$ cat config.mk
export PLATFORM = sky130hd
export DESIGN_NAME = phase_track_ctrl
export DESIGN_NICKNAME = d
export VERILOG_FILES = /design/src/rtl/phase_track_pkg.sv /design/src/rtl/phase_err_avg4.sv /design/src/rtl/phase_track_ctrl.sv
export SDC_FILE = /design/constraint.sdc
export NUM_CORES = 1
export LEC_CHECK = 0
export CORE_MARGIN = 3
export CORE_UTILIZATION = 40
export CTS_CLUSTER_DIAMETER = 150
export DETAILED_ROUTE_END_ITERATION = 8
export PLACE_DENSITY = 0.65
export SLEW_MARGIN = 25
export SYNTH_ARGS = -nofsm -noshare
export SYNTH_HDL_FRONTEND = slang
export SYNTH_SLANG_ARGS = --single-unit
$ cat constraint.sdc
create_clock -name clk -period 4.3 [get_ports clk]
set_clock_uncertainty 0.15 [all_clocks]
set_input_delay 0.645 -clock clk [delete_from_list [all_inputs] [get_ports clk]]
set_output_delay 0.645 -clock clk [all_outputs]
set_load 0.005 [all_outputs]
$ cat src/rtl/phase_track_pkg.sv
// Shared types and widths for the phase tracking loop: FSM encoding,
// phase/frequency word widths and the phase scaling constant (2^16 = pi).
package phase_track_pkg;

   localparam int PI_VAL  = 1 << 16;
   localparam int PHASE_W = $clog2(PI_VAL) + 1;
   localparam int FREQ_W  = 32;

   typedef enum logic [2:0] {
      ST_IDLE   = 3'd0,
      ST_WAIT   = 3'd1,
      ST_CALC   = 3'd2,
      ST_STEP   = 3'd3,
      ST_SETTLE = 3'd4
   } state_t;

   // One extra bit so that -pi still has a representable magnitude.
   function automatic logic [PHASE_W:0] abs_err(input logic [PHASE_W-1:0] e);
      logic [PHASE_W:0] ext;
      ext = {e[PHASE_W-1], e};
      return ext[PHASE_W] ? (~ext + 1'b1) : ext;
   endfunction

endpackage

$ cat src/rtl/phase_err_avg4.sv
// Running mean of the current phase error and the three errors before it;
// reports full once three earlier errors have been collected since the last clear.
module phase_err_avg4
   import phase_track_pkg::*;
(
   input  logic               clk,
   input  logic               rst,
   input  logic               clr,
   input  logic               push,
   input  logic [PHASE_W-1:0] err_in,
   output logic [PHASE_W-1:0] avg,
   output logic               full
);

   logic [PHASE_W-1:0]        hist_reg [3];
   logic [1:0]                fill_reg;
   logic signed [PHASE_W+1:0] sum;

   always_comb begin
      sum = $signed({{2{err_in[PHASE_W-1]}}, err_in});
      for (int i = 0; i < 3; i++) begin
         sum = sum + $signed({{2{hist_reg[i][PHASE_W-1]}}, hist_reg[i]});
      end
   end

   // Dropping the two LSBs of the signed sum is the arithmetic shift by two.
   assign avg  = sum[PHASE_W+1:2];
   assign full = (fill_reg == 2'd3);

   always_ff @(posedge clk or negedge rst) begin
      if (!rst) begin
         fill_reg <= '0;
         for (int i = 0; i < 3; i++) hist_reg[i] <= '0;
      end else if (clr) begin
         fill_reg <= '0;
         for (int i = 0; i < 3; i++) hist_reg[i] <= '0;
      end else if (push) begin
         hist_reg[0] <= err_in;
         hist_reg[1] <= hist_reg[0];
         hist_reg[2] <= hist_reg[1];
         if (fill_reg != 2'd3) fill_reg <= fill_reg + 2'd1;
      end
   end

endmodule

$ cat src/rtl/phase_track_ctrl.sv
// Phase tracking loop: nudges a DDS tuning word from phase-difference samples.
// Define PHASE_TRACK_AVG_EN to steer on the mean of the last four errors.
module phase_track_ctrl
   import phase_track_pkg::*;
#(
   parameter logic [FREQ_W-1:0]  F_INIT     = 32'h0100_0000,
   parameter logic [FREQ_W-1:0]  F_MIN      = 32'h0080_0000,
   parameter logic [FREQ_W-1:0]  F_MAX      = 32'h0200_0000,
   parameter int                 GAIN_SHIFT = 4,
   parameter logic [PHASE_W-1:0] DEADBAND   = 17'd64,
   parameter int                 LOCK_CNT   = 8,
   parameter int                 SETTLE_CYC = 1000
) (
   input  logic               clk,
   input  logic               rst,
   input  logic               enable,
   input  logic [PHASE_W-1:0] phase_set,
   input  logic [PHASE_W-1:0] phase_diff,
   input  logic               phase_diff_done,
   output logic [FREQ_W-1:0]  freq_word,
   output logic               freq_valid,
   output logic               locked,
   output logic               busy
);

   localparam int LW = $clog2(LOCK_CNT + 1);
   localparam int SW = $clog2(SETTLE_CYC + 1);

   state_t              state_reg;
   logic                busy_reg, freq_valid_reg, locked_reg;
   logic                done_reg, done_prev_reg, enable_prev_reg;
   logic [1:0]          arm_reg;
   logic [PHASE_W-1:0]  diff_cap_reg, err_reg;
   logic [LW-1:0]       lock_cnt_reg;
   logic [SW-1:0]       settle_cnt_reg;
   logic [FREQ_W-1:0]   freq_word_reg;

   logic                sample;
   logic [PHASE_W-1:0]  err_calc, err_use;
   logic                err_ready, in_band;
   logic [PHASE_W:0]    err_mag;
   logic signed [FREQ_W+1:0] step_ext, sum_next;
   logic [FREQ_W-1:0]   freq_clamped;
   logic [LW-1:0]       lock_inc;

   // arm_reg keeps the edge detector blind until both history stages hold
   // real samples, so a done level already high at reset release is no edge.
   assign sample = done_reg & ~done_prev_reg & arm_reg[1];

`ifdef PHASE_TRACK_AVG_EN
   phase_err_avg4 u_avg (
      .clk    (clk),
      .rst    (rst),
      .clr    (state_reg == ST_IDLE),
      .push   (state_reg == ST_STEP),
      .err_in (err_reg),
      .avg    (err_use),
      .full   (err_ready)
   );
`else
   assign err_use   = err_reg;
   assign err_ready = 1'b1;
`endif

   always_comb begin
      err_calc = diff_cap_reg - phase_set;
      err_mag  = abs_err(err_use);
      in_band  = (err_mag <= {1'b0, DEADBAND});
      step_ext = $signed({{(FREQ_W + 2 - PHASE_W){err_use[PHASE_W-1]}}, err_use}) >>> GAIN_SHIFT;
      sum_next = $signed({2'b00, freq_word_reg}) + step_ext;
      freq_clamped = sum_next[FREQ_W-1:0];
      if (sum_next < $signed({2'b00, F_MIN})) begin
         freq_clamped = F_MIN;
      end else if (sum_next > $signed({2'b00, F_MAX})) begin
         freq_clamped = F_MAX;
      end
      lock_inc = (lock_cnt_reg == LW'(LOCK_CNT)) ? lock_cnt_reg : lock_cnt_reg + LW'(1);
   end

   always_ff @(posedge clk or negedge rst) begin
      if (!rst) begin
         state_reg       <= ST_IDLE;
         busy_reg        <= 1'b0;
         freq_valid_reg  <= 1'b0;
         locked_reg      <= 1'b0;
         done_reg        <= 1'b0;
         done_prev_reg   <= 1'b0;
         arm_reg         <= '0;
         enable_prev_reg <= 1'b0;
         diff_cap_reg    <= '0;
         err_reg         <= '0;
         lock_cnt_reg    <= '0;
         settle_cnt_reg  <= '0;
         freq_word_reg   <= F_INIT;
      end else begin
         done_reg        <= phase_diff_done;
         done_prev_reg   <= done_reg;
         arm_reg         <= {arm_reg[0], 1'b1};
         enable_prev_reg <= enable;
         freq_valid_reg  <= 1'b0;

         if (!enable) begin
            state_reg    <= ST_IDLE;
            busy_reg     <= 1'b0;
            locked_reg   <= 1'b0;
            lock_cnt_reg <= '0;
         end else if (!enable_prev_reg) begin
            // Restart always begins from the nominal tuning word.
            freq_word_reg  <= F_INIT;
            freq_valid_reg <= 1'b1;
            state_reg      <= ST_WAIT;
            busy_reg       <= 1'b1;
            locked_reg     <= 1'b0;
            lock_cnt_reg   <= '0;
         end else begin
            unique case (state_reg)
               ST_IDLE: begin
                  state_reg <= ST_WAIT;
                  busy_reg  <= 1'b1;
               end
               ST_WAIT: begin
                  if (sample) begin
                     diff_cap_reg <= phase_diff;
                     state_reg    <= ST_CALC;
                  end
               end
               ST_CALC: begin
                  err_reg   <= err_calc;
                  state_reg <= ST_STEP;
               end
               ST_STEP: begin
                  if (!err_ready) begin
                     state_reg <= ST_WAIT;
                  end else if (in_band) begin
                     lock_cnt_reg <= lock_inc;
                     locked_reg   <= (lock_inc == LW'(LOCK_CNT));
                     state_reg    <= ST_WAIT;
                  end else begin
                     freq_word_reg  <= freq_clamped;
                     freq_valid_reg <= 1'b1;
                     lock_cnt_reg   <= '0;
                     locked_reg     <= 1'b0;
                     settle_cnt_reg <= '0;
                     state_reg      <= ST_SETTLE;
                  end
               end
               ST_SETTLE: begin
                  if (settle_cnt_reg == SW'(SETTLE_CYC - 1)) begin
                     state_reg <= ST_WAIT;
                  end else begin
                     settle_cnt_reg <= settle_cnt_reg + SW'(1);
                  end
               end
               default: begin
                  state_reg <= ST_IDLE;
                  busy_reg  <= 1'b0;
               end
            endcase
         end
      end
   end

   assign freq_word  = freq_word_reg;
   assign freq_valid = freq_valid_reg;
   assign locked     = locked_reg;
   assign busy       = busy_reg;

endmodule

==> impl_metrics.py, run 1 <==
metrics = {
    "route": {
        "post_drt_wl_per_cell_um": 15.6,
        "drtIter0Drc": 469,
        "drtPass1Iterations": 6,
        "vias": 6260,
        "remaining_drc_errors": 0,
        "ant_nets": 0,
        "drt-total-wl_mm": 17.7,
        "viasPerCell": 5.52,
    },
    "clock_tree": {
        "cts_root_buf": "clkbuf_16",
        "cts_tree": "built",
        "postCtsHoldBufs": 0,
        "numCtsBuffers": 9,
        "clock_path_buffers": 2,
        "clkSlewWorstSetupHoldPaths_ns": 0.07,
        "clk_latency_ns": 0.35,
        "cts.sinks": 91,
        "cts_max_level": 3,
    },
    "finish": {
        "fin_util_pct": 50.1,
        "n_antenna_cell": 0,
        "largest_reg_flops": 32,
        "multiInputGateArea_sq_mm": 0.00454,
        "drive_above_1_share_pct": 12.6,
        "nets": 998,
        "syn2layout_area_growth_pct": 22.2,
        "fillCellCount": 1694,
        "register_area_sq_mm": 0.00228,
    },
    "logic_synthesis": {
        "synth-seq-cells": 91,
        "synth-compound-area-share_pct": 25.5,
        "synth_area_sq_mm": 0.00709,
        "synth-xor-area-share_pct": 4.45,
        "async_flop_share_pct": 100,
        "ys_seq_area_share_pct": 32.1,
        "synth_edf_count": 0,
        "synth_top_family_by_area": "compound AO/OA/AOI/OAI gates",
        "yosys.cell_types.count": 83,
        "yosysWarnings": 0,
        "syn_inst": 805,
        "synth_area_per_cell_sq_um": 8.81,
        "muxShareOfSynthArea_pct": 3.26,
        "yosys.area_share.adder_pct": 9.92,
        "synth-simple-area-share_pct": 20.4,
        "ys.flop_type": "dfrtp_1",
        "syn-num-nets": 898,
    },
    "floorplan": {
        "start_util_pct": 41.0,
        "rows": 48,
        "die_x_um": 139,
        "dieHeight_um": 139,
        "fp.coreArea_sq_mm": 0.0173,
        "pin_count": 73,
        "dieArea_sq_mm": 0.0194,
    },
    "grt": {
        "grt_max_degree": 75,
        "antenna_found_initial": 0,
        "grt-ovfl-total": 0,
        "grt_pass1_vias": 5906,
        "grt_first_pass_wirelength_mm": 29.6,
        "gr-usage-all-layers_pct": 18.4,
    },
    "power_and_ir_drop": {
        "p_leak_nw": 4.02,
        "swShare_pct": 34.8,
        "total_power_mw": 2.98,
        "p_comb_share_pct": 37.9,
        "irDropWorstVdd_v": 0.000224,
        "p_switching_mw": 1.04,
        "pwr-share-seq_pct": 32.3,
        "clkPwrFrac_pct": 29.8,
        "powerDensity_mw_per_mm2": 344,
        "power.internal_mw": 1.94,
    },
    "timing": {
        "final_max_slew_viol_count": 0,
        "tns_ns": 0,
        "fmax_mhz": 239,
        "rsz0062_at_grt": "false",
        "setup_viol": 0,
        "period_share_pct": 97.3,
        "fin_crit_ns": 4.18,
        "hold_ws_ns": 0.161,
        "maxSlewHeadroom_pct": 53.5,
        "worst_pin_slew_ns": 0.698,
        "final-hold-violation-count": 0,
    },
    "status": {
        "outcome": "finished clean",
    },
    "place": {
        "gp_congestion": 0.963,
        "dp_hpwl_mm": 13.6,
        "placement.io_buffers": 72,
    },
    "critical_path": {
        "critPathMaxFanout": 5,
        "cp.required_ns": 4.40,
        "cp-end-kind": "flop",
        "path_class": "flop to flop",
        "cp.arrival_ns": 4.28,
        "start_kind": "flop",
    },
    "run": {
        "timing.max_cap.violations": 0,
    },
    "hold_path": {
        "hp-class": "input port to async pin",
    },
}
[repair_timing]
action,4_1_cts,5_1_grt
resized for setup,1,7
pin swaps,0,2
setup endpoints to repair,2,22
setup buffers,0,3
[final cells by class]
| class | count | area share, % |
|---|---|---|
| Clock buffer | 11 | 2.80 |
| Clock inverter | 5 | 0.982 |
| Inverter | 44 | 1.91 |
| Multi-Input combinational cell | 644 | 52.4 |
| Sequential cell | 91 | 26.3 |
| Tap cell | 225 | 3.25 |
| Timing Repair Buffer | 115 | 12.3 |
[worst paths after layout]
check / from / to / slack [ns] / depth (start not counted)
max in group asynchronous: rst / freq_word[13]$_DFFE_PN0P_ / 3.11 / 2
worst min-delay path: rst / settle_cnt_reg[2]$_DFFE_PN0P_ / 0.16 / 1
worst max-delay path: err_reg[4]$_DFFE_PN0P_ / freq_word[4]$_DFFE_PN0P_ / 0.12 / 13
worst max register to register: err_reg[4]$_DFFE_PN0P_ / freq_word[4]$_DFFE_PN0P_ / 0.12 / 13
min in group clk: arm_reg[0]$_DFF_PN0_ / arm_reg[1]$_DFF_PN0_ / 0.20 / 0
worst min register to register: arm_reg[0]$_DFF_PN0_ / arm_reg[1]$_DFF_PN0_ / 0.20 / 0
[Yosys cell counts (16+ instances only)]
cell | number | area share, %
a21o_1 | 16 | 1.7
inv_1 | 44 | 2.3
ha_1 | 53 | 9.4
nor2_1 | 47 | 2.5
a21oi_1 | 53 | 3.7
o31ai_1 | 20 | 2.1
xor2_1 | 18 | 2.2
nand2_1 | 100 | 5.3
nor3_1 | 19 | 1.3
o21ai_0 | 62 | 4.4
nand3_1 | 16 | 1.1
dfrtp_1 | 90 | 32
mux2_2 | 16 | 2.5
xnor2_1 | 18 | 2.2
[through the flow]
| step | worst slack [ns] | instances | cell area (sq um) |
|---|---|---|---|
| finish | 0.117 | 1135 | 8660 |
| CTS | 0.0186 | 1132 | 8600 |
| floorplan | 0.642 | 805 | 7090 |
| detailed placement | -0.00816 | 1116 | 8270 |
| global placement | 0.0539 | 1116 | 8270 |
| global route | 0.0347 | 1135 | 8660 |
[metal layers]
metal	part of all wire [%]	track usage [%]	vias to the layer above	routed length, um
met5	0	0	-	0
met4	1.9	5.56	0	334
met3	4.0	2.55	18	716
met2	45	29.6	135	7980
met1	49	25.7	2927	8710
li1	-	-	3180	-
[cells in the final DEF (no fill, tap or decap), drive strengths merged, types with 14 or more instances in the layout]
master	synthesis	layout
ha	53	53
a21oi	53	53
buf	12	44
o31ai	30	30
inv	44	45
mux2	17	17
xnor2	18	18
nor2	49	49
nor3	19	19
xor2	18	18
clkdlybuf4s50	0	71
o21ai	66	66
a31oi	14	14
nand2	100	100
dfrtp	90	90
a21o	16	16
nand3	17	17
and2	14	14
[power groups by stage]
stage               Sequential (mW)  Combinational, mW  Clock (mW)
global route                  0.971               1.26       0.937
finish                        0.962               1.13       0.888
global placement              0.976               1.08           0
floorplan                     0.967              0.786           0
CTS                           0.962               1.10       0.907
detailed placement            0.979               1.09           0
[critical path, stage by stage (launching register included)]
cell	delay, ns
dfrtp_1	0.43
ha_1	0.25
fa_1	0.44
a21o_1	0.20
a2111o_1	0.43
o311ai_2	0.31
nand2_1	0.16
xnor2_2	0.23
nand4b_1	0.14
a2111oi_1	0.46
and4_2	0.41
nor2_4	0.07
buf_4	0.17
o31ai_1	0.22
[logic make-up (layout without fill, tap and decap cells)]
logic type                 Yosys count  count (layout)
DFF                                 91              91
AOI/OAI and AO/OA                  252             252
muxes                               21              21
other                                1               1
adders and majority gates           55              55
and+or+nand+nor                    279             279
xor gates and xnor gates            36              36
buffers and inverters               70             175
(Power assumes the default switching activity.)
==> run 2, diff against run 1 <==
Settings changed: GPL_ROUTABILITY_DRIVEN set to 0.
==> impl_metrics.py, run 2 (same netlist as run 1, synthesis figures left out) <==
metrics = {
    "power_and_ir_drop": {
        "power.internal_mw": 1.89,
        "p_switching_mw": 1.00,
        "swShare_pct": 34.6,
        "total_power_mw": 2.89,
        "p_comb_share_pct": 36.8,
        "p_leak_nw": 3.97,
        "pwr-share-seq_pct": 33.2,
        "clkPwrFrac_pct": 30.0,
        "irDropWorstVdd_v": 0.000204,
        "powerDensity_mw_per_mm2": 338,
    },
    "grt": {
        "gr-usage-all-layers_pct": 18.1,
        "busiest_layer": "met2",
        "grt-ovfl-total": 0,
        "use_met2_pct": 27.6,
        "grtUsageMet1_pct": 26.8,
        "grt_first_pass_wirelength_mm": 29.4,
        "grt_pass1_vias": 5785,
        "antenna_found_initial": 0,
        "use_met3_pct": 2.14,
        "grt_max_degree": 69,
    },
    "critical_path": {
        "start_kind": "flop",
        "cp.arrival_ns": 4.15,
        "critPathTopFamily": "compound AO/OA/AOI/OAI gates",
        "crit_path_cell_trace": "ha_1 > a211oi_1 > o21bai_1 > o211a_2 > buf_4 > o21ai_2 > a21oi_1 > or3_1 > a2111oi_0 > buf_4 > and4_2 > nor2_4 > o31ai_1",
        "path_class": "flop to flop",
        "slowest_delay_ns": 0.50,
        "critPathMaxFanout": 17,
        "cpMostUsedCell": "buf_4",
        "cp.required_ns": 4.40,
        "cp_slowest_cell": "a2111oi_0",
        "crit_buf_inv": 2,
        "cp-end-kind": "flop",
    },
    "route": {
        "post_drt_wl_per_cell_um": 15.3,
        "remaining_drc_errors": 0,
        "ant_nets": 0,
        "drtIter0Drc": 489,
        "drt-total-wl_mm": 17.2,
        "viasPerCell": 5.54,
        "drtPass1Iterations": 5,
        "vias": 6241,
    },
    "clock_tree": {
        "numCtsBuffers": 9,
        "cts_tree": "built",
        "clock_path_buffers": 2,
        "cts_max_level": 3,
        "postCtsHoldBufs": 0,
        "clk_latency_ns": 0.35,
        "cts.sinks": 91,
        "cts_root_buf": "clkbuf_16",
        "clkSlewWorstSetupHoldPaths_ns": 0.06,
    },
    "timing": {
        "fin_crit_ns": 4.05,
        "final-hold-violation-count": 0,
        "period_share_pct": 94.2,
        "timing.final.ws_setup_ns": 0.251,
        "hold_ws_ns": 0.196,
        "fmax_mhz": 247,
        "final_max_slew_viol_count": 0,
        "rsz0062_at_grt": "false",
        "worst_pin_slew_ns": 0.874,
        "tns_ns": 0,
        "setup_viol": 0,
        "maxSlewHeadroom_pct": 41.7,
    },
    "finish": {
        "nets": 989,
        "layout_common_cells": "nand2_1, dfrtp_1, clkdlybuf4s50_1",
        "drive_above_1_share_pct": 11.3,
        "syn2layout_area_growth_pct": 20.6,
        "largest_reg_flops": 32,
        "n_antenna_cell": 0,
        "layout_commonest_cell": "nand2_1",
        "fin_util_pct": 49.5,
    },
    "run": {
        "timing.max_cap.violations": 0,
    },
    "floorplan": {
        "start_util_pct": 41.0,
        "rows": 48,
        "die_x_um": 139,
        "dieArea_sq_mm": 0.0194,
        "pin_count": 73,
        "dieHeight_um": 139,
        "fp.coreArea_sq_mm": 0.0173,
    },
    "status": {
        "outcome": "finished clean",
    },
    "hold_path": {
        "hp-class": "flop to flop",
    },
    "place": {
        "dp_hpwl_mm": 13.3,
        "placement.io_buffers": 72,
        "pre_cts_ws_ns": 0.152,
    },
}
==> run 2: cell types whose count changed in the layout (fill, tap and decap cells not counted), sizes merged <==
cell | previous run | this run
clkinvlp | 1 | 0
clkinv | 1 | 2
inv | 45 | 44
clkbuf | 11 | 12
buf | 44 | 35
==> run 2: repair_timing <==
item	CTS	global route
buffers inserted	0	0
gates resized for setup	0	4
endpoints found under the setup margin	0	22
==> run 2: power by group through the flow <==
stage / clock, mW / combinational [mW] / sequential (mW)
2_1_floorplan: 0 / 0.786 / 0.967
3_3_place_gp: 0 / 1.05 / 0.976
3_5_place_dp: 0 / 1.06 / 0.978
4_1_cts: 0.895 / 1.06 / 0.962
5_1_grt: 0.926 / 1.19 / 0.971
6_report: 0.869 / 1.06 / 0.961
==> run 2: layer usage <==
metal | part of all wire, % | wire [um]
met1 | 50 | 8600
met2 | 44 | 7550
met3 | 4.2 | 728
met4 | 2.0 | 344
met5 | 0 | 0
==> run 2: final timing paths <==
path / startpoint / to / slack (ns) / cells past startpoint
max: err_reg[5]$_DFFE_PN0P_ / freq_word[20]$_DFFE_PN0P_ / 0.25 / 13
min: arm_reg[0]$_DFF_PN0_ / arm_reg[1]$_DFF_PN0_ / 0.20 / 0
max reg2reg: err_reg[5]$_DFFE_PN0P_ / freq_word[20]$_DFFE_PN0P_ / 0.25 / 13
min reg2reg: arm_reg[0]$_DFF_PN0_ / arm_reg[1]$_DFF_PN0_ / 0.20 / 0
max in group asynchronous: rst / freq_word[4]$_DFFE_PN0P_ / 2.86 / 2
min in group asynchronous: rst / settle_cnt_reg[8]$_DFFE_PN0P_ / 0.26 / 1
==> run 2: final cells by class <==
| class | count | area (sq um) |
|---|---|---|
| Fill cell | 1697 | 8740 |
| Multi-Input combinational cell | 644 | 4520 |
| Sequential cell | 91 | 2280 |
| Timing Repair Buffer | 106 | 986 |
| Tap cell | 225 | 282 |
| Clock buffer | 12 | 246 |
| Inverter | 44 | 165 |
| Clock inverter | 4 | 73.8 |
==> run 2: stage by stage <==
stage          cells  instance area [sq um]
2_1_floorplan    805                   7090
3_3_place_gp    1110                   8220
3_5_place_dp    1110                   8220
4_1_cts         1126                   8540
5_1_grt         1126                   8550
6_report        1126                   8550
==> run 3, diff against run 2 <==
Settings changed: ABC_CLOCK_PERIOD_IN_PS set to 4300, PLACE_DENSITY 0.65 to 0.61.
==> impl_metrics.py, run 3 (same netlist as run 1, synthesis figures left out) <==
metrics = {
    "status": {
        "outcome": "finished clean",
    },
    "floorplan": {
        "rows": 48,
        "die_x_um": 139,
        "fp.coreArea_sq_mm": 0.0173,
        "dieArea_sq_mm": 0.0194,
        "pin_count": 73,
        "start_util_pct": 41.0,
        "dieHeight_um": 139,
    },
    "timing": {
        "setup_viol": 0,
        "final-hold-violation-count": 0,
        "timing.final.ws_setup_ns": 0.185,
        "final_max_slew_viol_count": 0,
        "fmax_mhz": 243,
        "fin_crit_ns": 4.11,
        "period_share_pct": 95.7,
        "maxSlewHeadroom_pct": 55.4,
        "worst_pin_slew_ns": 0.669,
    },
    "route": {
        "ant_nets": 0,
        "drt-total-wl_mm": 18.0,
        "post_drt_wl_per_cell_um": 15.9,
        "remaining_drc_errors": 0,
        "vias": 6291,
        "viasPerCell": 5.55,
        "drtPass1Iterations": 7,
        "drtIter0Drc": 494,
    },
    "power_and_ir_drop": {
        "clkPwrFrac_pct": 27.1,
        "p_comb_share_pct": 40.1,
        "irDropWorstVdd_v": 0.000267,
        "p_leak_nw": 4.02,
        "powerDensity_mw_per_mm2": 340,
        "power.internal_mw": 1.90,
        "total_power_mw": 2.94,
        "swShare_pct": 35.3,
        "p_switching_mw": 1.04,
        "pwr-share-seq_pct": 32.7,
    },
    "critical_path": {
        "slowest_delay_ns": 0.45,
        "cp.arrival_ns": 4.23,
        "r2r_cells": 14,
        "cp.required_ns": 4.41,
        "cp-end-kind": "flop",
        "critPathMaxFanout": 12,
        "start_kind": "flop",
        "crit_path_cell_trace": "ha_1 > fa_1 > a21o_1 > a2111o_1 > o311ai_2 > nand2_1 > xnor2_2 > nand4b_1 > a2111oi_2 > and4_1 > nor2_4 > buf_12 > buf_4 > o31ai_4",
        "cp_slowest_cell": "dfrtp_1",
        "reg2reg_slack_ns": 0.19,
        "path_class": "flop to flop",
        "r2r_start": "err_reg[4]$_DFFE_PN0P_",
        "r2r-end": "freq_word[14]$_DFFE_PN0P_",
    },
    "finish": {
        "syn2layout_area_growth_pct": 22.1,
        "nets": 997,
        "layout_commonest_cell": "nand2_1",
        "n_antenna_cell": 0,
        "layout_common_cells": "nand2_1, dfrtp_1, clkdlybuf4s50_1",
        "largest_reg_flops": 32,
        "design_area_sq_mm": 0.00866,
        "drive_above_1_share_pct": 12.3,
    },
    "clock_tree": {
        "cts_tree": "built",
        "cts_root_buf": "clkbuf_16",
        "numCtsBuffers": 9,
        "clkSlewWorstSetupHoldPaths_ns": 0.07,
        "cts_max_level": 3,
        "clk_latency_ns": 0.35,
        "postCtsHoldBufs": 0,
        "cts.sinks": 91,
        "clock_path_buffers": 2,
    },
    "grt": {
        "grt_pass1_vias": 6005,
        "antenna_found_initial": 1,
        "grt_max_degree": 70,
        "grt-ovfl-total": 0,
        "gr-usage-all-layers_pct": 18.5,
        "grt_first_pass_wirelength_mm": 29.7,
    },
    "place": {
        "dp_hpwl_mm": 13.8,
        "pre_cts_ws_ns": -0.0752,
        "place_area_sq_mm": 0.00825,
        "placement.io_buffers": 72,
    },
    "hold_path": {
        "hp-class": "input port to async pin",
    },
    "run": {
        "timing.max_cap.violations": 0,
    },
}
[run 3: cell count changes in the layout (fill, tap and decap cells not counted), sizes merged]
cell,before,now
clkinv,2,1
buf,35,43
inv,44,45
clkinvlp,0,2
bufinv,2,0
[run 3: routing by layer]
layer | up-vias | track usage (%) | share of wire [%]
met3 | 23 | 2.97 | 4.6
li1 | 3167 | - | -
met2 | 146 | 29.9 | 46
met4 | 2 | 6.23 | 1.7
met1 | 2953 | 25.2 | 48
met5 | - | 0 | 0.072
[run 3: power by group through the flow]
stage	Sequential (mW)	Combinational [mW]	Clock, mW
final	0.963	1.18	0.799
after global routing	0.973	1.30	0.855
after CTS	0.964	1.10	0.828
after detailed placement	0.980	1.09	0
after global placement	0.977	1.09	0
after floorplan	0.967	0.786	0
[run 3: critical path, delay by kind of cell (launching register included)]
kind            cells  cell delay, ns
flops               1            0.45
fa+ha+maj           2            0.68
buf+inv             2            0.29
xor+xnor            1            0.27
compound gates      5            1.47
simple gates        4            0.71
[run 3: how the worst max path moves through the flow]
stage,from,endpoint,cells after the start
2_1_floorplan,err_reg[16]$_DFFE_PN0P_,freq_word[14]$_DFFE_PN0P_,12
3_3_place_gp,err_reg[4]$_DFFE_PN0P_,freq_word[20]$_DFFE_PN0P_,12
3_5_place_dp,err_reg[4]$_DFFE_PN0P_,freq_word[21]$_DFFE_PN0P_,12
4_1_cts,err_reg[4]$_DFFE_PN0P_,freq_word[21]$_DFFE_PN0P_,12
5_1_grt,err_reg[4]$_DFFE_PN0P_,freq_word[14]$_DFFE_PN0P_,13
6_report,err_reg[4]$_DFFE_PN0P_,freq_word[14]$_DFFE_PN0P_,14
[run 3: cell type report]
type	count	area (sq um)
inverters	44	165
well taps	225	282
flip-flops and latches	91	2280
multi-input cells	644	4530
clock inverters	4	32.5
repair buffers	114	1110
fillers	1692	8630
clock buffers	12	267
[run 3: repair_timing]
action,4_1_cts,5_1_grt
pin swaps,0,1
endpoints found under the setup margin,17,22
gates resized for setup,1,2
buffers inserted,0,6
[run 3: through the flow]
step | utilization [%] | setup TNS (ns) | cells | hold WS (ns)
after floorplan | - | 0 | 805 | 0.181
after global placement | 47.7 | -0.0139 | 1112 | 0.181
after detailed placement | 47.7 | -0.240 | 1112 | 0.186
after CTS | 49.4 | 0 | 1128 | 0.204
after global routing | 50.1 | -0.0376 | 1134 | 0.208
final | 50.1 | 0 | 1134 | 0.152
